## config.mk

```make
export PLATFORM = sky130hd
export DESIGN_NAME = lsu_bus_master
export DESIGN_NICKNAME = d
export VERILOG_FILES = /design/src/rtl/lsu_bus_master_pkg.sv /design/src/rtl/lsu_load_align.sv /design/src/rtl/lsu_bus_master.sv
export SDC_FILE = /design/constraint.sdc
export NUM_CORES = 1
export LEC_CHECK = 0
export ABC_CLOCK_PERIOD_IN_PS = 3100
export BUFFER_PORTS_ARGS = -buffer_cell sky130_fd_sc_hd__buf_4
export CORE_MARGIN = 4
export CORE_UTILIZATION = 50
export DETAILED_ROUTE_END_ITERATION = 16
export HOLD_SLACK_MARGIN = 0.08
export PLACE_DENSITY_LB_ADDON = 0.2
export REMOVE_ABC_BUFFERS = 1
export SLEW_MARGIN = 20
export SYNTH_ARGS = -nofsm -noshare
export SYNTH_HDL_FRONTEND = slang
export SYNTH_SLANG_ARGS = --single-unit
```

## constraint.sdc

```tcl
create_clock -name clk -period 3.1 [get_ports clk]
set_input_delay 0.62 -clock clk [delete_from_list [all_inputs] [get_ports clk]]
set_output_delay 0.62 -clock clk [all_outputs]
set_load 0.02 [all_outputs]
```

## src/rtl/lsu_bus_master_pkg.sv

```systemverilog
// Shared funct3 codes and FSM state type for the load/store bus master.
package lsu_bus_master_pkg;

  localparam logic [2:0] LOAD_BYTE          = 3'b000;
  localparam logic [2:0] LOAD_HALF          = 3'b001;
  localparam logic [2:0] LOAD_WORD          = 3'b010;
  localparam logic [2:0] LOAD_BYTE_UNSIGNED = 3'b100;
  localparam logic [2:0] LOAD_HALF_UNSIGNED = 3'b101;
  localparam logic [2:0] STORE_BYTE         = 3'b000;
  localparam logic [2:0] STORE_HALF         = 3'b001;
  localparam logic [2:0] STORE_WORD         = 3'b010;

  typedef enum logic [1:0] {IDLE, REQ, RSP, DONE} lsu_state_t;

endpackage

```

## src/rtl/lsu_load_align.sv

```systemverilog
// Combinational byte/half select and sign/zero extension of a raw read word.
module lsu_load_align
  import lsu_bus_master_pkg::*;
(
  input  logic [31:0] word,
  input  logic [1:0]  addr_lo,
  input  logic [2:0]  funct3,
  output logic [31:0] data
);

  logic [7:0]  byte_sel;
  logic [15:0] half_sel;

  always_comb begin
    case (addr_lo)
      2'd0:    byte_sel = word[7:0];
      2'd1:    byte_sel = word[15:8];
      2'd2:    byte_sel = word[23:16];
      default: byte_sel = word[31:24];
    endcase
    half_sel = addr_lo[1] ? word[31:16] : word[15:0];

    case (funct3)
      LOAD_BYTE:          data = {{24{byte_sel[7]}}, byte_sel};
      LOAD_HALF:          data = {{16{half_sel[15]}}, half_sel};
      LOAD_BYTE_UNSIGNED: data = {24'h0, byte_sel};
      LOAD_HALF_UNSIGNED: data = {16'h0, half_sel};
      LOAD_WORD:          data = word;
      default:            data = word;
    endcase
  end

endmodule

```

## src/rtl/lsu_bus_master.sv

```systemverilog
// Load/store bus initiator: IDLE -> REQ -> RSP -> DONE per access, stalling meanwhile.
// Define LSU_MISALIGN_TRAP_EN to reject misaligned H/W accesses with fault_misaligned.
module lsu_bus_master
  import lsu_bus_master_pkg::*;
#(
  parameter int unsigned TIMEOUT = 64,
  parameter int unsigned CNT_W   = 7
) (
  input  logic        clk,
  input  logic        reset,
  input  logic        req_valid,
  input  logic        req_we,
  input  logic [2:0]  req_funct3,
  input  logic [31:0] req_addr,
  input  logic [31:0] req_wdata,
  output logic        stall,
  output logic        rsp_valid,
  output logic [31:0] rsp_rdata,
  output logic        rsp_err,
  output logic        fault_misaligned,
  output logic        bus_req_valid,
  input  logic        bus_req_ready,
  output logic [31:0] bus_addr,
  output logic        bus_we,
  output logic [3:0]  bus_be,
  output logic [31:0] bus_wdata,
  input  logic        bus_rsp_valid,
  input  logic [31:0] bus_rsp_rdata,
  input  logic        bus_rsp_err
);

  lsu_state_t       state_q, state_d;
  logic [CNT_W-1:0] cnt_q, cnt_d;
  logic [1:0]       addr_lo_q, addr_lo_d;
  logic [2:0]       funct3_q, funct3_d;
  logic             req_valid_q, req_valid_d;
  logic             we_q, we_d;
  logic [3:0]       be_q, be_d;
  logic [31:0]      addr_q, addr_d, wdata_q, wdata_d;
  logic             rsp_valid_q, rsp_valid_d, rsp_err_q, rsp_err_d, fault_q, fault_d;
  logic [31:0]      rsp_rdata_q, rsp_rdata_d;
  logic [3:0]       req_be;
  logic [31:0]      req_wd, load_data;
  logic             misaligned;

  lsu_load_align u_align (
    .word    (bus_rsp_rdata),
    .addr_lo (addr_lo_q),
    .funct3  (funct3_q),
    .data    (load_data)
  );

  always_comb begin
    // Bits [1:0] of funct3 give the size for both loads and stores.
    case (req_funct3[1:0])
      STORE_BYTE[1:0]: begin
        req_be = 4'b0001 << req_addr[1:0];
        req_wd = {4{req_wdata[7:0]}};
      end
      STORE_HALF[1:0]: begin
        req_be = 4'b0011 << {req_addr[1], 1'b0};
        req_wd = {2{req_wdata[15:0]}};
      end
      default: begin
        req_be = 4'b1111;
        req_wd = req_wdata;
      end
    endcase

    misaligned = 1'b0;
`ifdef LSU_MISALIGN_TRAP_EN
    case (req_funct3[1:0])
      STORE_BYTE[1:0]: misaligned = 1'b0;
      STORE_HALF[1:0]: misaligned = req_addr[0];
      default:         misaligned = |req_addr[1:0];
    endcase
`endif
  end

  always_comb begin
    state_d     = state_q;
    cnt_d       = cnt_q;
    addr_lo_d   = addr_lo_q;
    funct3_d    = funct3_q;
    req_valid_d = req_valid_q;
    we_d        = we_q;
    be_d        = be_q;
    addr_d      = addr_q;
    wdata_d     = wdata_q;
    rsp_valid_d = 1'b0;
    rsp_err_d   = rsp_err_q;
    rsp_rdata_d = rsp_rdata_q;
    fault_d     = 1'b0;
    stall       = 1'b0;

    case (state_q)
      IDLE: begin
        if (req_valid) begin
          if (misaligned) begin
            fault_d = 1'b1;
          end else begin
            stall       = 1'b1;
            state_d     = REQ;
            req_valid_d = 1'b1;
            addr_d      = {req_addr[31:2], 2'b00};
            addr_lo_d   = req_addr[1:0];
            funct3_d    = req_funct3;
            we_d        = req_we;
            be_d        = req_be;
            wdata_d     = req_we ? req_wd : 32'h0;
          end
        end
      end
      REQ: begin
        stall = 1'b1;
        if (bus_req_ready) begin
          req_valid_d = 1'b0;
          cnt_d       = '0;
          state_d     = RSP;
        end
      end
      RSP: begin
        stall = 1'b1;
        if (bus_rsp_valid) begin
          state_d     = DONE;
          rsp_valid_d = 1'b1;
          rsp_err_d   = bus_rsp_err;
          rsp_rdata_d = we_q ? 32'h0 : load_data;
        end else if (cnt_q == CNT_W'(TIMEOUT - 1)) begin
          state_d     = DONE;
          rsp_valid_d = 1'b1;
          rsp_err_d   = 1'b1;
          rsp_rdata_d = 32'h0;
        end else begin
          cnt_d = cnt_q + CNT_W'(1);
        end
      end
      DONE:    state_d = IDLE;
      default: state_d = IDLE;
    endcase
  end

  always_ff @(posedge clk or negedge reset) begin
    if (!reset) begin
      state_q     <= IDLE;
      cnt_q       <= '0;
      addr_lo_q   <= 2'b00;
      funct3_q    <= 3'b000;
      req_valid_q <= 1'b0;
      we_q        <= 1'b0;
      be_q        <= 4'b0000;
      addr_q      <= 32'h0;
      wdata_q     <= 32'h0;
      rsp_valid_q <= 1'b0;
      rsp_err_q   <= 1'b0;
      rsp_rdata_q <= 32'h0;
      fault_q     <= 1'b0;
    end else begin
      state_q     <= state_d;
      cnt_q       <= cnt_d;
      addr_lo_q   <= addr_lo_d;
      funct3_q    <= funct3_d;
      req_valid_q <= req_valid_d;
      we_q        <= we_d;
      be_q        <= be_d;
      addr_q      <= addr_d;
      wdata_q     <= wdata_d;
      rsp_valid_q <= rsp_valid_d;
      rsp_err_q   <= rsp_err_d;
      rsp_rdata_q <= rsp_rdata_d;
      fault_q     <= fault_d;
    end
  end

  assign bus_req_valid    = req_valid_q;
  assign bus_we           = we_q;
  assign bus_be           = be_q;
  assign bus_addr         = addr_q;
  assign bus_wdata        = wdata_q;
  assign rsp_valid        = rsp_valid_q;
  assign rsp_err          = rsp_err_q;
  assign rsp_rdata        = rsp_rdata_q;
  assign fault_misaligned = fault_q;

endmodule

```

==> qor.txt, run 1 <==
==============================================================================
Outcome ......................................................... finished clean
Skew-Pair Late Insertion Delay ..................................       500 ps
Tot GR Track Use ................................................       24.27%
Mean Syn Cell Area ..............................................   11.11 um^2
Number of gates resized after cts ...............................            0
Cell area after synthesis .......................................    5354 um^2
Synth warnings ..................................................            0
Crit path cell chain ............................................ inv_1 > ha_1 > a21oi_1 > nor2_1 > buf_4
PnR worst setup slack ...........................................     747.4 ps
Wire length of the first global-routing pass ....................     24440 um
Category of the worst setup path capture point ..................  output port
Starting density of the core ....................................       51.63%
Reg-to-reg setup timing slack ...................................       870 ps
Final setup fails ...............................................            0
Wire length per cell after detailed routing .....................     17.78 um
Gate Count Post-Synth ...........................................          482
Post-route fraction of the period consumed by the critical path .       75.89%
Multiplexer share of the synthesized area .......................       13.23%
Boundary pin count ..............................................          212
Highest Clock Rate ..............................................   0.4251 GHz
CTS root buf ....................................................     clkbuf_8
Worst setup path start .......................................... state_q[0]$_DFFE_PN0P_
Core ar. ........................................................   10370 um^2
Post-DR vias/cell ...............................................        5.419
DRC viols .......................................................            0
Slowest stage cell on the critical path .........................      dfrtp_1
Skew final ......................................................     11.17 ps
Min-Delay Path Class ............................................ primary input to register
Placement Rows ..................................................           37
Power density cells ............................................. 1041 nW/um^2
Post-Synth Simple-Gate Area .....................................       11.57%
Delay of the slowest cell on the worst path .....................       400 ps
Largest net degree at the start of global routing ...............           59
Maximum Capacitance Violations ..................................            0
Measured slew at the worst slew-check pin .......................     745.8 ps
Area share of xor/xnor cells in the synthesized design ..........           0%
Sum Neg Setup Slack .............................................         0 ps
Count of flip-flops with a built-in enable after synthesis ......            0
Critical path capture point .....................................        stall
Cell leakage power ..............................................     3.686 nW
Post-route antenna net violation count ..........................            0
Share of the yosys chip area belonging to registers .............       54.22%
Post-synthesis sequential element count .........................          116
ANT cells .......................................................            0
Clock slew at reported path FFs .................................        50 ps
Cell Count, Final, Fillers Out ..................................          835
Total Die Area ..................................................   12430 um^2
Initial antenna violation count .................................            0
Total instance count after detailed placement ...................          803
Headroom to the max-slew limit ..................................       50.06%
Path depth of the worst reg2reg path ............................            6
Startpoint of the worst register-to-register path ............... state_q[0]$_DFFE_PN0P_
Number of distinct library cells after synthesis ................           46
Longest Clk Path Bufs ...........................................            2
IR Drop Worst-Case VDD ..........................................     632.3 uV
Final hold violations ...........................................            0
Via count of the routed design ..................................         4525
HPWL Detailed ...................................................     11000 um
Die width .......................................................     111.5 um
Async set or reset register ratio after synthesis ...............       100.0%
Data arrival, critical path .....................................      1730 ps
Adder-cell share of the synthesized area ........................       1.402%
Total of fill cells in the finished design ......................          790
Number of global-route vias before repair .......................         4906
Count of buffers from port buffering ............................          208
Main combinational cell family by area after synthesis .......... compound AO/OA/AOI/OAI gates
Shortest period the worst path allows ...........................      2353 ps
Top library cells by usage in the layout, fill and taps aside ... buf_4, dfrtp_1, o21ai_0
Clk sink count ..................................................          116
Biggest fanout along the worst timing path ......................            7
Buffer count from post-CTS setup fixing .........................            0
Worst endpoint required time ....................................      2480 ps
Fraction of the mapped netlist area in compound gates ...........       16.27%
Share of layout cells above drive strength 1 ....................       44.64%
Number of slew-limit violations in the final report .............            0
RSZ-0062 raised after global routing ............................           no
Die Y-Extent ....................................................     111.5 um
Synthesis-to-finish area growth .................................       41.69%
Net count, final ................................................          799
Reg-to-reg endpoint ............................................. rsp_rdata[3]$_DFFE_PN0P_
TritonCTS clock tree ............................................         done
CTS H-Tree Depth ................................................            4
Critical path class ............................................. register to output port
Overall power ...................................................   0.007894 W
Total Wirelength ................................................     14840 um
Number of iterations in the first detailed-routing pass .........            4
Most common library cell in the layout ignoring fill and taps ...        buf_4
Worst slack, placed .............................................     947.6 ps
Detailed router's first-iteration violation count ...............          215
Startpoint type of the worst setup path .........................     register
Final global-route overflow total ...............................            0
Most used flip-flop cell after synthesis ........................      dfrtp_1
Last weighted congestion value of the routability-driven placer .       0.8587
CTS buffer count ................................................           17
==============================================================================
-- synthesized netlist by cell type (6+ instances only) --
master / number / area, um^2
nand2b_1: 11 / 68.82
dfrtp_1: 116 / 2903
mux2_2: 54 / 608.1
ha_1: 6 / 75.07
clkbuf_1: 21 / 78.83
mux2i_1: 10 / 100.1
nor2_1: 23 / 86.33
a21oi_1: 19 / 95.09
nand2_1: 55 / 206.5
a221o_1: 12 / 120.1
a221o_2: 10 / 112.6
a32o_1: 7 / 70.07
nor2b_1: 15 / 93.84
o21ai_0: 60 / 300.3
nor3_1: 8 / 40.04
inv_1: 7 / 26.28
-- through the flow --
stage,instance area (um^2),hold slack (ps),utilization (%)
6_report,7586,344.6,73.15
5_1_grt,7586,321.2,73.15
3_5_place_dp,7029,471.8,67.78
4_1_cts,7586,323.2,73.15
2_1_floorplan,5214,324.4,-
3_3_place_gp,7029,463.9,67.78
-- worst min path at each step --
stage | startpoint | end | depth (start not counted)
after global placement | bus_wdata[10]$_DFFE_PN0P_ | bus_wdata[10]$_DFFE_PN0P_ | 2
final | req_addr[24] | bus_addr[24]$_DFFE_PN0P_ | 2
after floorplan | reset | addr_lo_q[0]$_DFFE_PN0P_ | 0
after CTS | req_addr[2] | bus_addr[2]$_DFFE_PN0P_ | 2
after global routing | req_addr[24] | bus_addr[24]$_DFFE_PN0P_ | 2
after detailed placement | rsp_rdata[7]$_DFFE_PN0P_ | rsp_rdata[7]$_DFFE_PN0P_ | 1
-- critical path: cells and delay by family, from the launching register on --
kind,cells,cell delay (ps)
buffers and inverters,2,280
adders and majority gates,1,320
DFF,1,400
AOI/OAI and AO/OA,1,100
and+or+nand+nor,1,130
-- cell type report --
cell class	instances	area, um^2	area share [%]
Sequential cell	116	2903	38.26
Clock inverter	4	45.04	0.5938
Inverter	7	26.28	0.3464
Multi-Input combinational cell	329	2291	30.20
Tap cell	136	170.2	2.243
Clock buffer	27	501.7	6.614
Timing Repair Buffer	216	1649	21.74
-- where the power goes --
group	switching (W)	internal (W)
Combinational	0.00185	0.00158
Sequential	0.000506	0.00217
Clock	0.000625	0.00116
Total	0.00298	0.00491
-- sequential cells by signal (all words and copies together), names as in the netlist --
name / cells
bus_addr: 30
funct3_q: 3
cnt_q: 7
rsp_err: 1
bus_wdata: 32
bus_be: 4
state_q: 2
bus_req_valid: 1
addr_lo_q: 2
bus_we: 1
rsp_rdata: 32
rsp_valid: 1
-- metal layers --
metal  wire length, um  part of all wire, %  GRT usage (%)
met1              5779                   39          28.25
met2              7528                   51          41.21
met3              1356                  9.1          9.565
met4               180                  1.2          7.948
met5                 0                    0              0
-- logic make-up after synthesis --
logic type / count (synthesis)
fa+ha+maj: 6
flops: 116
buf+inv: 39
simple gates: 130
compound gates: 126
other cells: 1
mux: 64
-- timing repair --
action,4_1_cts,5_1_grt
endpoints found under the setup margin,0,0
endpoints found under the hold margin,30,0
hold buffers,1,0
Note: power is estimated with default switching activity, not from simulation.
==> run 2, diff against run 1 <==
Settings changed: ABC_CLOCK_PERIOD_IN_PS 3100 to 2360, CORE_UTILIZATION 50 to 49.
Clock period 3.1 ns to 2.36 ns, I/O delays scaled along.
==> run 2 against run 1 <==
Against the previous run:
- via count rose by 2.6%
- critical path depth did not move
- worst hold slack got worse by 160 ps
- routed wire length rose by 4.6%
- clock skew fell by 5.2 ps
- first-iteration DRC count rose by 58%
- die area rose by 1.9%
- worst setup slack got worse by 610 ps
- final area rose by 1.2%
- combinational power rose by 36%
- critical endpoint unchanged
==> qor.txt, run 2 (synthesized netlist as in run 1, its figures left out) <==
==============================================================================
Detailed router's first-iteration violation count ...............          340   +58%
Slowest stage cell on the critical path .........................      dfrtp_1
Number of iterations in the first detailed-routing pass .........            6   +2
TritonCTS clock tree ............................................         done
Net count, final ................................................          802   +0.38%
Crit path buf inv count .........................................            2   unchanged
Delay of the slowest cell on the worst path .....................       400 ps   about the same
Switching part of the total .....................................       37.07%   -0.66 points
Startpoint type of the worst setup path .........................     register
Worst endpoint required time ....................................      1890 ps   -590 ps
Wire length of the first global-routing pass ....................     24790 um   +1.4%
Power density cells ............................................. 1408 nW/um^2   +35%
Highest Clock Rate ..............................................   0.4505 GHz
Via count of the routed design ..................................         4642   +2.6%
Headroom to the max-slew limit ..................................       36.16%   -14 points
RSZ-0062 raised after global routing ............................           no
Shortest period the worst path allows ...........................      2220 ps
Post-DR vias/cell ...............................................        5.539   +2.2%
Clock slew at reported path FFs .................................        50 ps   about the same
Maximum Capacitance Violations ..................................            0   unchanged
Final hold violations ...........................................            0   unchanged
Number of slew-limit violations in the final report .............            0   unchanged
Number of global-route vias before repair .......................         4782   -2.5%
Largest net degree at the start of global routing ...............          117   +98%
Tot GR Track Use ................................................       24.64%   +0.37 points
Post-route fraction of the period consumed by the critical path .       94.05%
Category of the worst setup path capture point ..................  output port
Skew final ......................................................     5.926 ps   -5.239 ps
Data arrival, critical path .....................................      1750 ps   +20 ps
DRC viols .......................................................            0   unchanged
CTS H-Tree Depth ................................................            4   unchanged
Final setup fails ...............................................            0   unchanged
IR Drop Worst-Case VDD ..........................................     801.0 uV   +27%
Critical path's top delay family ................................   flip-flops
Internal ........................................................   0.006804 W   +38%
Total Wirelength ................................................     15520 um   +4.6%
Longest Clk Path Bufs ...........................................            2   unchanged
Fraction of power consumed by sequential logic ..................        31.9%   -2.0 points
Die Y-Extent ....................................................     112.5 um   +0.94%
Top library cells by usage in the layout, fill and taps aside ... buf_4, dfrtp_1, o21ai_0
Final global-route overflow total ...............................            0   unchanged
Cell leakage power ..............................................     3.732 nW   +1.3%
Min-Delay Path Class ............................................ primary input to register
Most common library cell in the layout ignoring fill and taps ...        buf_4
Power share of the clock group ..................................        24.9%   +2.3 points
Core ar. ........................................................   10460 um^2   +0.89%
Share of layout cells above drive strength 1 ....................       45.30%   +0.66 points
DP Area .........................................................    7052 um^2   +0.32%
Wire length per cell after detailed routing .....................     18.52 um   +4.2%
Last weighted congestion value of the routability-driven placer .       0.8768   +2.1%
Worst Hold Slack ................................................     188.9 ps   -155.7 ps
Boundary pin count ..............................................          212   unchanged
Buffer count from post-CTS setup fixing .........................            0   unchanged
Clk sink count ..................................................          116   unchanged
Skew-Pair Late Insertion Delay ..................................       510 ps   about the same
Switching power total ...........................................   0.004009 W   +35%
ANT cells .......................................................            0   unchanged
Portion of total power attributed to combinational logic ........        43.2%   -0.3 points
CTS root buf ....................................................     clkbuf_8
Initial antenna violation count .................................            0   unchanged
Crit path cell chain ............................................ inv_1 > ha_1 > a21oi_1 > nor2_1 > buf_4
Total Die Area ..................................................   12660 um^2   +1.9%
Outcome ......................................................... finished clean
Placement Rows ..................................................           37   unchanged
Critical path class ............................................. register to output port
Starting density of the core ....................................       51.17%   -0.46 points
Overall power ...................................................    0.01081 W   +37%
Count of buffers from port buffering ............................          208   unchanged
CTS buffer count ................................................           17   unchanged
Synthesis-to-finish area growth .................................       43.44%
Biggest fanout along the worst timing path ......................            7   unchanged
Measured slew at the worst slew-check pin .......................     957.6 ps   +211.8 ps
Sum Neg Setup Slack .............................................         0 ps   unchanged
Post-route antenna net violation count ..........................            0   unchanged
Post-route cell area ............................................    7680 um^2   +1.2%
HPWL Detailed ...................................................     11030 um   +0.21%
Die width .......................................................     112.5 um   +0.94%
==============================================================================
run 2: final cells by class:
cell class | count | area [um^2]
Clock buffer | 20 | 435.4
Timing Repair Buffer | 219 | 1672
Clock inverter | 11 | 182.7
Tap cell | 136 | 170.2
Inverter | 7 | 26.28
Fill cell | 744 | 2783
Multi-Input combinational cell | 329 | 2291
Sequential cell | 116 | 2903
run 2: worst reg2reg max path, stage by stage, from the launching register on:
cell	delay (ps)
dfrtp_1	400
inv_1	140
ha_1	180
nand2_1	90
or2_2	330
a2111oi_4	750
a221o_2	250
run 2: metal layers:
layer / share of wire (%) / global-route usage, % / vias to the layer above
li1: - / - / 2139
met1: 39 / 29.25 / 2260
met2: 51 / 41.88 / 220
met3: 8.5 / 8.410 / 23
met4: 1.8 / 8.494 / 0
met5: 0 / 0 / -
run 2: final timing paths:
path	startpoint	end	slack, ps	depth (start not counted)
min in group asynchronous	reset	rsp_rdata[29]$_DFFE_PN0P_	550	3
worst max-delay path	state_q[0]$_DFFE_PN0P_	stall	140	5
worst min-delay path	req_addr[24]	bus_addr[24]$_DFFE_PN0P_	190	2
worst max register to register	state_q[0]$_DFFE_PN0P_	rsp_rdata[19]$_DFFE_PN0P_	140	6
worst min register to register	bus_wdata[23]$_DFFE_PN0P_	bus_wdata[23]$_DFFE_PN0P_	480	2
max in group asynchronous	reset	bus_addr[8]$_DFFE_PN0P_	1260	3
run 2: per-stage QoR:
| stage | setup WS [ps] | utilization [%] | std cells |
|---|---|---|---|
| CTS | 112.7 | 73.40 | 838 |
| global route | 27.19 | 73.40 | 838 |
| floorplan | -347.3 | - | 452 |
| global placement | 286.6 | 67.40 | 806 |
| finish | 140.5 | 73.40 | 838 |
| detailed placement | 225.4 | 67.40 | 806 |
run 2: timing repair:
| item | in CTS | in global routing |
|---|---|---|
| resized for setup | 0 | 0 |
| hold buffers | 1 | 0 |
| hold endpoints to repair | 5 | 0 |
run 2: power by group through the flow:
stage	registers (W)	logic [W]	clock network, W
finish	0.00345	0.00467	0.00270
global route	0.00356	0.00502	0.00284
CTS	0.00345	0.00471	0.00273
detailed placement	0.00345	0.00467	0
global placement	0.00340	0.00455	0
floorplan	0.00434	0.00167	0
==> run 3, diff against run 2 <==
Settings changed: PLACE_DENSITY from default to 0.8, PLACE_DENSITY_LB_ADDON 0.2 to default.
==> run 3 against run 2 <==
Against the previous run:
- sequential share of layout area shrank 0.29 points
- combinational power rose by 0.9%
- non-clock buffer count increased by 7
- fmax is 1.3% lower
- critical path depth unchanged
- final area up 0.78%
- sequential power hardly changed
- clock skew grew 2.6 ps
- routed wire length increased by 1.4%
- utilization is 0.57 points higher
- final cell count increased by 0.84%
- critical path type unchanged
- critical endpoint unchanged
- largest cell class unchanged
- largest power group unchanged
==> qor.txt, run 3 (synthesized netlist as in run 1, its figures left out) <==
==============================================================================
Starting density of the core ....................................       51.17%   unchanged
Reg-to-reg endpoint ............................................. cnt_q[3]$_DFFE_PN0P_
Maximum Capacitance Violations ..................................            0   unchanged
Skew final ......................................................     8.519 ps   +2.593 ps
Crit path cell chain ............................................ inv_1 > ha_1 > a21oi_1 > nor2_1 > buf_4
Synthesis-to-finish area growth .................................       44.57%
Total instance count after detailed placement ...................          813   +0.87%
Hold Path Sink .................................................. bus_addr[31]$_DFFE_PN0P_
Die width .......................................................     112.5 um   unchanged
Final global-route overflow total ...............................            0   unchanged
Die Y-Extent ....................................................     112.5 um   unchanged
Path depth of the worst reg2reg path ............................            7   +1
Slowest stage cell on the critical path .........................      dfrtp_1
Critical path class ............................................. register to output port
Clock slew at reported path FFs .................................        60 ps   about the same
Reg-to-reg setup timing slack ...................................       220 ps   +80 ps
Number of iterations in the first detailed-routing pass .........            5   -1
Skew-Pair Late Insertion Delay ..................................       510 ps   about the same
Final setup fails ...............................................            0   unchanged
Min-Delay Path Class ............................................ primary input to register
Number of global-route vias before repair .......................         4928   +3.1%
Data arrival, critical path .....................................      1780 ps   +30 ps
Measured slew at the worst slew-check pin .......................     680.7 ps   -276.9 ps
Share of layout cells above drive strength 1 ....................       45.84%   +0.54 points
Cell leakage power ..............................................     3.763 nW   +0.83%
DRC viols .......................................................            0   unchanged
Detailed router's first-iteration violation count ...............          335   -1.5%
Highest Clock Rate ..............................................   0.4447 GHz   -1.3%
CTS H-Tree Depth ................................................            4   unchanged
Cell Count, Final, Fillers Out ..................................          845   +0.84%
IR Drop Worst-Case VDD ..........................................     836.2 uV   +4.4%
RSZ-0062 raised after global routing ............................           no
Via count of the routed design ..................................         4708   +1.4%
Post-route antenna net violation count ..........................            0   unchanged
Shortest period the worst path allows ...........................      2249 ps   +29.32 ps
Wire length of the first global-routing pass ....................     25140 um   +1.4%
Hold Startpoint ................................................. req_addr[31]
Count of buffers from port buffering ............................          208   unchanged
Initial antenna violation count .................................            0   unchanged
Number of slew-limit violations in the final report .............            0   unchanged
Headroom to the max-slew limit ..................................       54.42%   +18 points
Last weighted congestion value of the routability-driven placer .       0.8746   -0.25%
Post-route fraction of the period consumed by the critical path .       95.29%   +1.2 points
ANT cells .......................................................            0   unchanged
Startpoint of the worst register-to-register path ............... state_q[0]$_DFFE_PN0P_
CTS root buf ....................................................     clkbuf_8
Longest Clk Path Bufs ...........................................            2   unchanged
Post-DR vias/cell ...............................................        5.572   +0.58%
HPWL Detailed ...................................................     11790 um   +6.9%
Wire length per cell after detailed routing .....................     18.63 um   +0.61%
CTS buffer count ................................................           17   unchanged
Buffer count from post-CTS setup fixing .........................            0   unchanged
Tot GR Track Use ................................................       24.94%   +0.30 points
Core ar. ........................................................   10460 um^2   unchanged
Top library cells by usage in the layout, fill and taps aside ... buf_4, dfrtp_1, o21ai_0
Largest net degree at the start of global routing ...............           43   -63%
Placement Rows ..................................................           37   unchanged
Total Die Area ..................................................   12660 um^2   unchanged
Number of gates resized after cts ...............................            0   unchanged
Startpoint type of the worst setup path .........................     register
Post-route core utilization .....................................       73.98%   +0.57 points
Worst endpoint required time ....................................      1890 ps   about the same
Worst Hold Slack ................................................     195.8 ps   +6.867 ps
Clk sink count ..................................................          116   unchanged
Worst setup path start .......................................... state_q[0]$_DFFE_PN0P_
Boundary pin count ..............................................          212   unchanged
Final hold violations ...........................................            0   unchanged
Biggest fanout along the worst timing path ......................            7   unchanged
Net count, final ................................................          809   +0.87%
Critical path's top delay family ................................   flip-flops
Delay of the slowest cell on the worst path .....................       400 ps   about the same
Sum Neg Setup Slack .............................................         0 ps   unchanged
Crit path buf inv count .........................................            2   unchanged
TritonCTS clock tree ............................................         done
Most common library cell in the layout ignoring fill and taps ...        buf_4
Outcome ......................................................... finished clean
Power density cells ............................................. 1410 nW/um^2   +0.18%
Worst hold stages ...............................................            2   unchanged
Total Wirelength ................................................     15750 um   +1.4%
Hold bufs inserted after CTS ....................................            1   unchanged
Category of the worst setup path capture point ..................  output port
==============================================================================
run 3: area by class of cell:
cell class              instances  area (um^2)
clock buffers                  22        462.9
clock inverters                 9        175.2
fillers                       715         2723
inverters                       7        26.28
multi-input cells             329         2291
flip-flops and latches        116         2903
well taps                     136        170.2
repair buffers                226         1712
run 3: worst max-delay path by stage:
stage / endpoint / depth (start not counted) / slack [ps]
after detailed placement: cnt_q[3]$_DFFE_PN0P_ / 7 / 230
after global routing: stall / 5 / 20
after global placement: cnt_q[5]$_DFFE_PN0P_ / 7 / 400
final: stall / 5 / 110
after CTS: stall / 5 / 100
after floorplan: addr_lo_q[0]$_DFFE_PN0P_ / 4 / -350
run 3: report_power, final:
part           internal (W)  switching [W]  total, W
logic               0.00214        0.00257   0.00471
registers           0.00285       0.000608   0.00346
clock network       0.00189       0.000854   0.00275
total               0.00689        0.00403    0.0109
run 3: metrics by stage:
| stage | cell area, um^2 | total power, W | setup slack, ps |
|---|---|---|---|
| detailed placement | 7092 | 0.008171 | 231.1 |
| CTS | 7740 | 0.01099 | 95.03 |
| finish | 7740 | 0.01092 | 111.1 |
| global route | 7740 | 0.01154 | 22.27 |
| floorplan | 5214 | 0.006007 | -347.3 |
| global placement | 7092 | 0.008013 | 404.6 |
run 3: routing by layer:
metal  vias up  part of all wire (%)  global-route usage, %
met5         -                     0                      0
met2       233                    49                  40.76
met4         0                   2.4                  9.295
met1      2292                    38                  28.72
li1       2154                     -                      -
met3        29                    11                  11.59
